[config.mk]
export PLATFORM = sky130hd
export DESIGN_NAME = cci_mpf_prim_drain_ctrl_flat
export DESIGN_NICKNAME = d
export VERILOG_FILES = /design/src/rtl/cci_mpf_prim_drain_ctrl_if.sv /design/src/rtl/cci_mpf_prim_drain_ctrl.sv /design/src/flat_wrapper.sv
export SDC_FILE = /design/constraint.sdc
export NUM_CORES = 1
export LEC_CHECK = 0
export CORE_AREA = 4 4 51 98
export CTS_CLUSTER_SIZE = 30
export DETAILED_ROUTE_END_ITERATION = 12
export DIE_AREA = 0 0 55 102
export GPL_TIMING_DRIVEN = 0
export PLACE_DENSITY_LB_ADDON = 0.2
export SLEW_MARGIN = 0
export SYNTH_ARGS = -nofsm -noshare
export SYNTH_HDL_FRONTEND = slang
export SYNTH_SLANG_ARGS = --single-unit
[constraint.sdc]
create_clock -name clk -period 3.95 [get_ports clk]
set_clock_uncertainty 0.15 [all_clocks]
set_input_delay 0.79 -clock clk [delete_from_list [all_inputs] [get_ports clk]]
set_output_delay 0.79 -clock clk [all_outputs]
set_load 0.02 [all_outputs]
[src/rtl/cci_mpf_prim_drain_ctrl_if.sv]
// Drain controller handshake bundle: drain request/ack, tracker status,
// fence handshake and the request-path block outputs.
interface cci_mpf_prim_drain_ctrl_if;
  logic drain_req;
  logic drain_fence_en;
  logic c0_not_empty;
  logic c1_not_empty;
  logic c1_tx_almfull;
  logic fence_sent;
  logic c0_block;
  logic c1_block;
  logic fence_req;
  logic drain_busy;
  logic drain_ack;
  logic drain_timeout;

  // Shim / requester side
  modport master (
    output drain_req, drain_fence_en, c0_not_empty, c1_not_empty,
           c1_tx_almfull, fence_sent,
    input  c0_block, c1_block, fence_req, drain_busy, drain_ack, drain_timeout
  );

  // Drain controller side
  modport slave (
    input  drain_req, drain_fence_en, c0_not_empty, c1_not_empty,
           c1_tx_almfull, fence_sent,
    output c0_block, c1_block, fence_req, drain_busy, drain_ack, drain_timeout
  );
endinterface

[src/rtl/cci_mpf_prim_drain_ctrl.sv]
// Quiesce sequencer for a CCI request pipeline. Blocks new c0/c1 requests,
// optionally issues a single write fence, then waits for the active-request
// tracker to report both channels empty for SETTLE_CYCLES consecutive cycles
// before acknowledging. A sticky flag reports a drain that takes too long.
module cci_mpf_prim_drain_ctrl #(
  parameter int SETTLE_CYCLES  = 4,
  parameter int TIMEOUT_CYCLES = 65536
) (
  input  logic                            clk,
  input  logic                            reset,
  cci_mpf_prim_drain_ctrl_if.slave        drain
);

  localparam int TW = (TIMEOUT_CYCLES > 1) ? $clog2(TIMEOUT_CYCLES + 1) : 1;
  localparam logic [7:0]    SETTLE_LAST = 8'(SETTLE_CYCLES - 1);
  localparam logic [TW-1:0] TIMEOUT_MAX = TW'(TIMEOUT_CYCLES);
  localparam logic          TIMEOUT_EN  = (TIMEOUT_CYCLES != 0) ? 1'b1 : 1'b0;

  typedef enum logic [2:0] {
    ST_IDLE  = 3'd0,
    ST_BLOCK = 3'd1,
    ST_FENCE = 3'd2,
    ST_WAIT  = 3'd3,
    ST_DONE  = 3'd4
  } state_t;

  state_t        state_r, next_state_s;
  logic          fence_en_r, fence_en_s;
  logic [7:0]    settle_cnt_r, settle_cnt_s;
  logic [TW-1:0] timeout_cnt_r, timeout_cnt_s;
  logic          timeout_r, timeout_s;
  logic          block_r, busy_r, ack_r, fence_phase_r;
  logic [TW-1:0] timeout_inc_s;

  // Saturating increment of the timeout counter; frozen when timeout is disabled.
  always_comb begin
    timeout_inc_s = timeout_cnt_r;
    if (TIMEOUT_EN && (timeout_cnt_r != TIMEOUT_MAX)) begin
      timeout_inc_s = timeout_cnt_r + TW'(1);
    end else begin
      timeout_inc_s = timeout_cnt_r;
    end
  end

  // Next-state, settle and timeout counter logic.
  always_comb begin
    next_state_s  = state_r;
    fence_en_s    = fence_en_r;
    settle_cnt_s  = settle_cnt_r;
    timeout_cnt_s = timeout_cnt_r;
    timeout_s     = timeout_r;

    case (state_r)
      ST_IDLE: begin
        if (drain.drain_req) begin
          fence_en_s    = drain.drain_fence_en;
          timeout_cnt_s = '0;
          next_state_s  = ST_BLOCK;
        end else begin
          next_state_s  = ST_IDLE;
        end
      end

      ST_BLOCK: begin
        if (!drain.drain_req) begin
          next_state_s = ST_IDLE;
        end else if (fence_en_r) begin
          next_state_s = ST_FENCE;
        end else begin
          settle_cnt_s = 8'd0;
          next_state_s = ST_WAIT;
        end
      end

      // A started fence is always completed, even if the drain is withdrawn.
      ST_FENCE: begin
        timeout_cnt_s = timeout_inc_s;
        if (drain.fence_sent) begin
          if (drain.drain_req) begin
            settle_cnt_s = 8'd0;
            next_state_s = ST_WAIT;
          end else begin
            next_state_s = ST_IDLE;
          end
        end else begin
          next_state_s = ST_FENCE;
        end
      end

      // Withdrawal of the drain wins over completion.
      ST_WAIT: begin
        timeout_cnt_s = timeout_inc_s;
        if (!drain.drain_req) begin
          next_state_s = ST_IDLE;
        end else if (drain.c0_not_empty || drain.c1_not_empty) begin
          settle_cnt_s = 8'd0;
          next_state_s = ST_WAIT;
        end else if (settle_cnt_r == SETTLE_LAST) begin
          next_state_s = ST_DONE;
        end else begin
          settle_cnt_s = settle_cnt_r + 8'd1;
          next_state_s = ST_WAIT;
        end
      end

      ST_DONE: begin
        if (!drain.drain_req) begin
          next_state_s = ST_IDLE;
        end else begin
          next_state_s = ST_DONE;
        end
      end

      default: begin
        next_state_s = ST_IDLE;
      end
    endcase

    if (TIMEOUT_EN && (timeout_cnt_s == TIMEOUT_MAX)) begin
      timeout_s = 1'b1;
    end else begin
      timeout_s = timeout_r;
    end
  end

  // State, counters and registered output decode.
  always_ff @(posedge clk) begin
    if (reset) begin
      state_r       <= ST_IDLE;
      fence_en_r    <= 1'b0;
      settle_cnt_r  <= 8'd0;
      timeout_cnt_r <= '0;
      timeout_r     <= 1'b0;
      block_r       <= 1'b0;
      busy_r        <= 1'b0;
      ack_r         <= 1'b0;
      fence_phase_r <= 1'b0;
    end else begin
      state_r       <= next_state_s;
      fence_en_r    <= fence_en_s;
      settle_cnt_r  <= settle_cnt_s;
      timeout_cnt_r <= timeout_cnt_s;
      timeout_r     <= timeout_s;
      block_r       <= (next_state_s != ST_IDLE);
      busy_r        <= (next_state_s != ST_IDLE);
      ack_r         <= (next_state_s == ST_DONE);
      fence_phase_r <= (next_state_s == ST_FENCE);
    end
  end

  // The fence request is held off while c1 Tx is almost full; this is the
  // only combinational input-to-output path.
  assign drain.fence_req     = fence_phase_r & ~drain.c1_tx_almfull;
  assign drain.c0_block      = block_r;
  assign drain.c1_block      = block_r;
  assign drain.drain_busy    = busy_r;
  assign drain.drain_ack     = ack_r;
  assign drain.drain_timeout = timeout_r;

endmodule

[src/flat_wrapper.sv]
// flat-port wrapper written by rule: the top's interface ports become plain ports
module cci_mpf_prim_drain_ctrl_flat 
#(
  parameter int SETTLE_CYCLES  = 4,
  parameter int TIMEOUT_CYCLES = 65536
)
  (clk, reset, drain_drain_req, drain_drain_fence_en, drain_c0_not_empty, drain_c1_not_empty, drain_c1_tx_almfull, drain_fence_sent, drain_c0_block, drain_c1_block, drain_fence_req, drain_drain_busy, drain_drain_ack, drain_drain_timeout);
  cci_mpf_prim_drain_ctrl_if drain_i ();
  input  logic clk;
  input  logic reset;
  input wire logic [$bits(drain_i.drain_req)-1:0] drain_drain_req;
  input wire logic [$bits(drain_i.drain_fence_en)-1:0] drain_drain_fence_en;
  input wire logic [$bits(drain_i.c0_not_empty)-1:0] drain_c0_not_empty;
  input wire logic [$bits(drain_i.c1_not_empty)-1:0] drain_c1_not_empty;
  input wire logic [$bits(drain_i.c1_tx_almfull)-1:0] drain_c1_tx_almfull;
  input wire logic [$bits(drain_i.fence_sent)-1:0] drain_fence_sent;
  output wire logic [$bits(drain_i.c0_block)-1:0] drain_c0_block;
  output wire logic [$bits(drain_i.c1_block)-1:0] drain_c1_block;
  output wire logic [$bits(drain_i.fence_req)-1:0] drain_fence_req;
  output wire logic [$bits(drain_i.drain_busy)-1:0] drain_drain_busy;
  output wire logic [$bits(drain_i.drain_ack)-1:0] drain_drain_ack;
  output wire logic [$bits(drain_i.drain_timeout)-1:0] drain_drain_timeout;
  assign drain_i.drain_req = drain_drain_req;
  assign drain_i.drain_fence_en = drain_drain_fence_en;
  assign drain_i.c0_not_empty = drain_c0_not_empty;
  assign drain_i.c1_not_empty = drain_c1_not_empty;
  assign drain_i.c1_tx_almfull = drain_c1_tx_almfull;
  assign drain_i.fence_sent = drain_fence_sent;
  assign drain_c0_block = drain_i.c0_block;
  assign drain_c1_block = drain_i.c1_block;
  assign drain_fence_req = drain_i.fence_req;
  assign drain_drain_busy = drain_i.drain_busy;
  assign drain_drain_ack = drain_i.drain_ack;
  assign drain_drain_timeout = drain_i.drain_timeout;
  cci_mpf_prim_drain_ctrl #(.SETTLE_CYCLES(SETTLE_CYCLES), .TIMEOUT_CYCLES(TIMEOUT_CYCLES)) u_core (.clk(clk), .reset(reset), .drain(drain_i));
endmodule
==> run summary <==
The flow ran to the end, and the final reports show no timing, DRC or antenna violations. The count of flip-flops with a built-in enable after synthesis came out at 0. The fraction of the cycle the final worst path needs is 0.754. The CTS sink count is 33. The tightest slew margin relative to the limit is 0.534.

In the routed design, unresolved DRC markers number 0. The CTS H-tree depth is 2. The number of standard-cell rows in the floorplan is 34.

The analysis attributes to cell leakage a power of 0.878 nW. The all-layer global routing usage is 0.232. The tightest min-delay check is of the reg2reg type. The post-cts gate resize count is 0. For the pin with the worst max-slew slack, the measured transition is 0.692 ns.

After detailed placement, the design holds a cell count of around 330. After synthesis the cells add up to 2140 sq um. The adder and majority gate portion of the synthesized area came out at 0.0175.

TritonCTS built the clock tree. The die boundary width came out at 55 um. The internal power of the cells totals about 0.00052 W.

For this design the total switching power over the nets is 0.000185 W. The highest layer touched by signal routing is met4. The weighted congestion at the end of routability-driven global placement came out at 0.915.

The average instance area after synthesis came out at 8.20 sq um. The clock transition time at the flip-flop clock pins of the worst setup and hold paths is 0.07 ns. STA classifies the critical path endpoint as a flip-flop. The setup path with the least slack is of type in2reg. The unique cell type count in the Yosys netlist came out at 63. The share of synthesized cell area in and, or, nand and nor gates came out at 0.352.

The initial antenna violation count is 0. The number of search-and-repair iterations in the first detailed-routing pass came out at 4. The first global-routing pass estimated 9.49 mm of wire. Entering global routing, the biggest net connects 11 pins. The sequential group share of total power is 0.487.

The most used flip-flop cell after synthesis is dfxtp_1. 14 I/O pins were placed. The number of routed nets with antenna violations is 0. Global routing finished with a remaining overflow of 0. Summed over all instances, the cell type with the most area after synthesis is dfxtp_1. The number of failing hold endpoints at the final stage is 0. Dividing the detail-routed wire length by the instance count gives 16.6 um. The detailed-routed wire length on met2 came out at 3.29 mm. The count of state elements after synthesis came out at 33. The clock share of power is 0.368.

Counting the buffers created by CTS gives 5. The aggregate negative setup slack came out at 0 ns. The via-per-instance ratio came out at ~6.0. The area of the core came out at 4300 sq um. The count of routing violations after the opening detailed-route iteration came out at 51. After the flow finishes, the layout carries non-filler instances totaling 335. The fraction of synthesis flops using an asynchronous set or reset pin is 0.

The portion of the post-synthesis area used by sequential elements is 0.309. Of the post-synthesis cell area, the dominant cell type holds 0.309. In the post-synthesis netlist, the biggest area contributors are dfxtp_1 (31%), nor2_1 (4.2%), a21oi_1 (4.0%). The fraction of the mapped netlist area in compound gates is 0.217. The cell count after synthesis came out at 261. The number of nets in the synthesized netlist is 272. The routed wire length on met3 came out at around 150 um. In the final layout, the share of cells above drive strength 1 is 0.132. Of the total power, combinational logic draws 0.145.

Of the total synthesized cell area, the portion taken by XOR and XNOR cells is 0.0164. The die covers between 5000 and 6000 sq um. The number of buffers added for setup after CTS came out at 0.

The via count of the first global-routing pass came out at 2049. The clock period could shrink to 2.98 ns. The number of max-slew violations in the final report came out at 0. IR analysis of the VDD net gives a maximum drop of roughly 0.28 mV. The count of buffers from port buffering is 13. The count of max-cap constraint violations is 0. Setup repair after global routing left no endpoint under its margin.

Dividing total power by cell area gives a power density of a little under 300 nW/um^2. The growth of design area from synthesis to finish came out at 13.3%. The setup slack of the critical path after layout is slightly below 1 ns. The clock insertion delay at the later pin of the skew report came out at roughly 0.29 ns. The antenna diode count is 0. The deepest clock path buffer count came out at 2. The total via count after detailed routing came out at 2023.

In this run the worst path has a maximum fanout of 10. The switching power share of the total came out at 0.262. The effective utilization at floorplan is 0.498. The vertical die dimension is 102 um. The signal arrival time at the worst endpoint is roughly 3.1 ns.

The root buffer cell chosen for the clock tree is clkbuf_8. The half-perimeter wire length of the detailed placement result came out at 4.41 mm. The count of yosys warnings during synthesis came out at 0.

The total routed wirelength came out at 5.57 mm. The upper clock frequency limit came out at approximately 340 MHz. The worst setup path is launched from an input pin. For this block, wires on met1 add up to 1.92 mm.

The worst slack at placement is 0.704 ns. After clock tree synthesis, the flow added hold-fix buffers numbering 0. The final number of setup-violating endpoints is 0. Of the post-synthesis cell area, the part taken by muxes is 0.0152.

The required time reported for the critical path endpoint is around 4.0 ns. The final net count is 292. The combinational family with the most area after synthesis is simple AND/OR/NAND/NOR gates.
through the flow:
| step | util | hold WS [ns] | instance area, sq um | total power, W |
|---|---|---|---|---|
| finish | 0.564 | 0.325 | 2420 | 0.000707 |
| global route | 0.564 | 0.340 | 2420 | 0.000733 |
| CTS | 0.564 | 0.323 | 2420 | 0.000713 |
| detailed placement | 0.544 | 0.312 | 2340 | 0.000454 |
| global placement | 0.544 | 0.308 | 2340 | 0.000454 |
| floorplan | - | 0.287 | 2140 | 0.000417 |
cells by family after synthesis:
family	after synthesis
XOR/XNOR	4
AO/OA/AOI/OAI	63
AND/OR/NAND/NOR	127
buffers and inverters	28
multiplexers	3
adder cells (fa/ha/maj)	3
flip-flops	33
synthesized netlist by cell type, drive strengths merged, types with 2 or more instances:
| master | number |
|---|---|
| buf | 14 |
| a211o | 2 |
| nor3b | 2 |
| inv | 8 |
| mux2 | 2 |
| o21ai | 8 |
| nor4 | 6 |
| nor3 | 11 |
| a22oi | 3 |
| o2bb2ai | 2 |
| and2 | 4 |
| a41oi | 3 |
| and4b | 2 |
| clkbuf | 6 |
| nor2 | 24 |
| nand3 | 16 |
| or3 | 5 |
| o211ai | 3 |
| ha | 3 |
| nand4 | 10 |
| or4 | 3 |
| xnor2 | 4 |
| a31oi | 2 |
| a211oi | 4 |
| o21a | 4 |
| nand2 | 17 |
| dfxtp | 33 |
| a311oi | 2 |
| and3 | 6 |
| a21oi | 19 |
| nand2b | 6 |
| nor2b | 7 |
critical path: stages:
cell and delay [ns]:
clkdlybuf4s50_1 0.57, nand2b_1 0.11, nor3_1 0.34, clkbuf_1 0.47, o221ai_1 0.22, a311oi_1 0.29, nand4_1 0.13, o2bb2ai_1 0.14
layout by cell type (no fill, tap or decap), drive strengths merged, types with 7 or more instances in the layout:
master,n
nand3,16
nor3,11
nand2,17
dfxtp,33
o21ai,8
buf,14
clkbuf,13
clkdlybuf4s50,13
a21oi,19
inv,8
nor2,24
nor2b,7
nand4,10
routing by layer:
layer	GRT usage	vias to the layer above
met4	0.148	0
li1	-	1004
met5	0	-
met2	0.429	40
met3	0.0350	17
met1	0.220	962
final cells by class:
cell class,instances,area [sq um]
Timing Repair Buffer,13,130
Buffer,20,126
Sequential cell,33,661
Tap cell,54,67.6
Inverter,8,30.0
Fill cell,425,1870
Clock buffer,7,86.3
Multi-Input combinational cell,200,1320
sequential cells by signal (all words and copies together) (netlist names):
| signal | cells |
|---|---|
| u_core.drain.drain_timeout | 1 |
| u_core.timeout_cnt_r | 17 |
| u_core.state_r | 3 |
| u_core.drain.c0_block | 1 |
| u_core.drain.drain_ack | 1 |
| u_core.fence_en_r | 1 |
| u_core.fence_phase_r | 1 |
| u_core.settle_cnt_r | 8 |
worst paths after layout:
path | slack (ns) | endpoint | from | cells after the start
max | 0.97 | u_core.drain.drain_timeout | drain_drain_req | 8
max reg2reg | 1.61 | u_core.drain.drain_timeout | u_core.state_r[1] | 7
min | 0.32 | u_core.fence_en_r | u_core.fence_en_r | 2
min reg2reg | 0.32 | u_core.fence_en_r | u_core.fence_en_r | 2
power groups by stage:
stage / clock [W] / combinational [W] / sequential (W)
2_1_floorplan: 0 / 0.0000648 / 0.000353
3_3_place_gp: 0 / 0.000102 / 0.000352
3_5_place_dp: 0 / 0.000102 / 0.000352
4_1_cts: 0.000266 / 0.000103 / 0.000344
5_1_grt: 0.000277 / 0.000111 / 0.000345
6_report: 0.000261 / 0.000102 / 0.000344
Note: power is estimated with default switching activity, not from simulation.
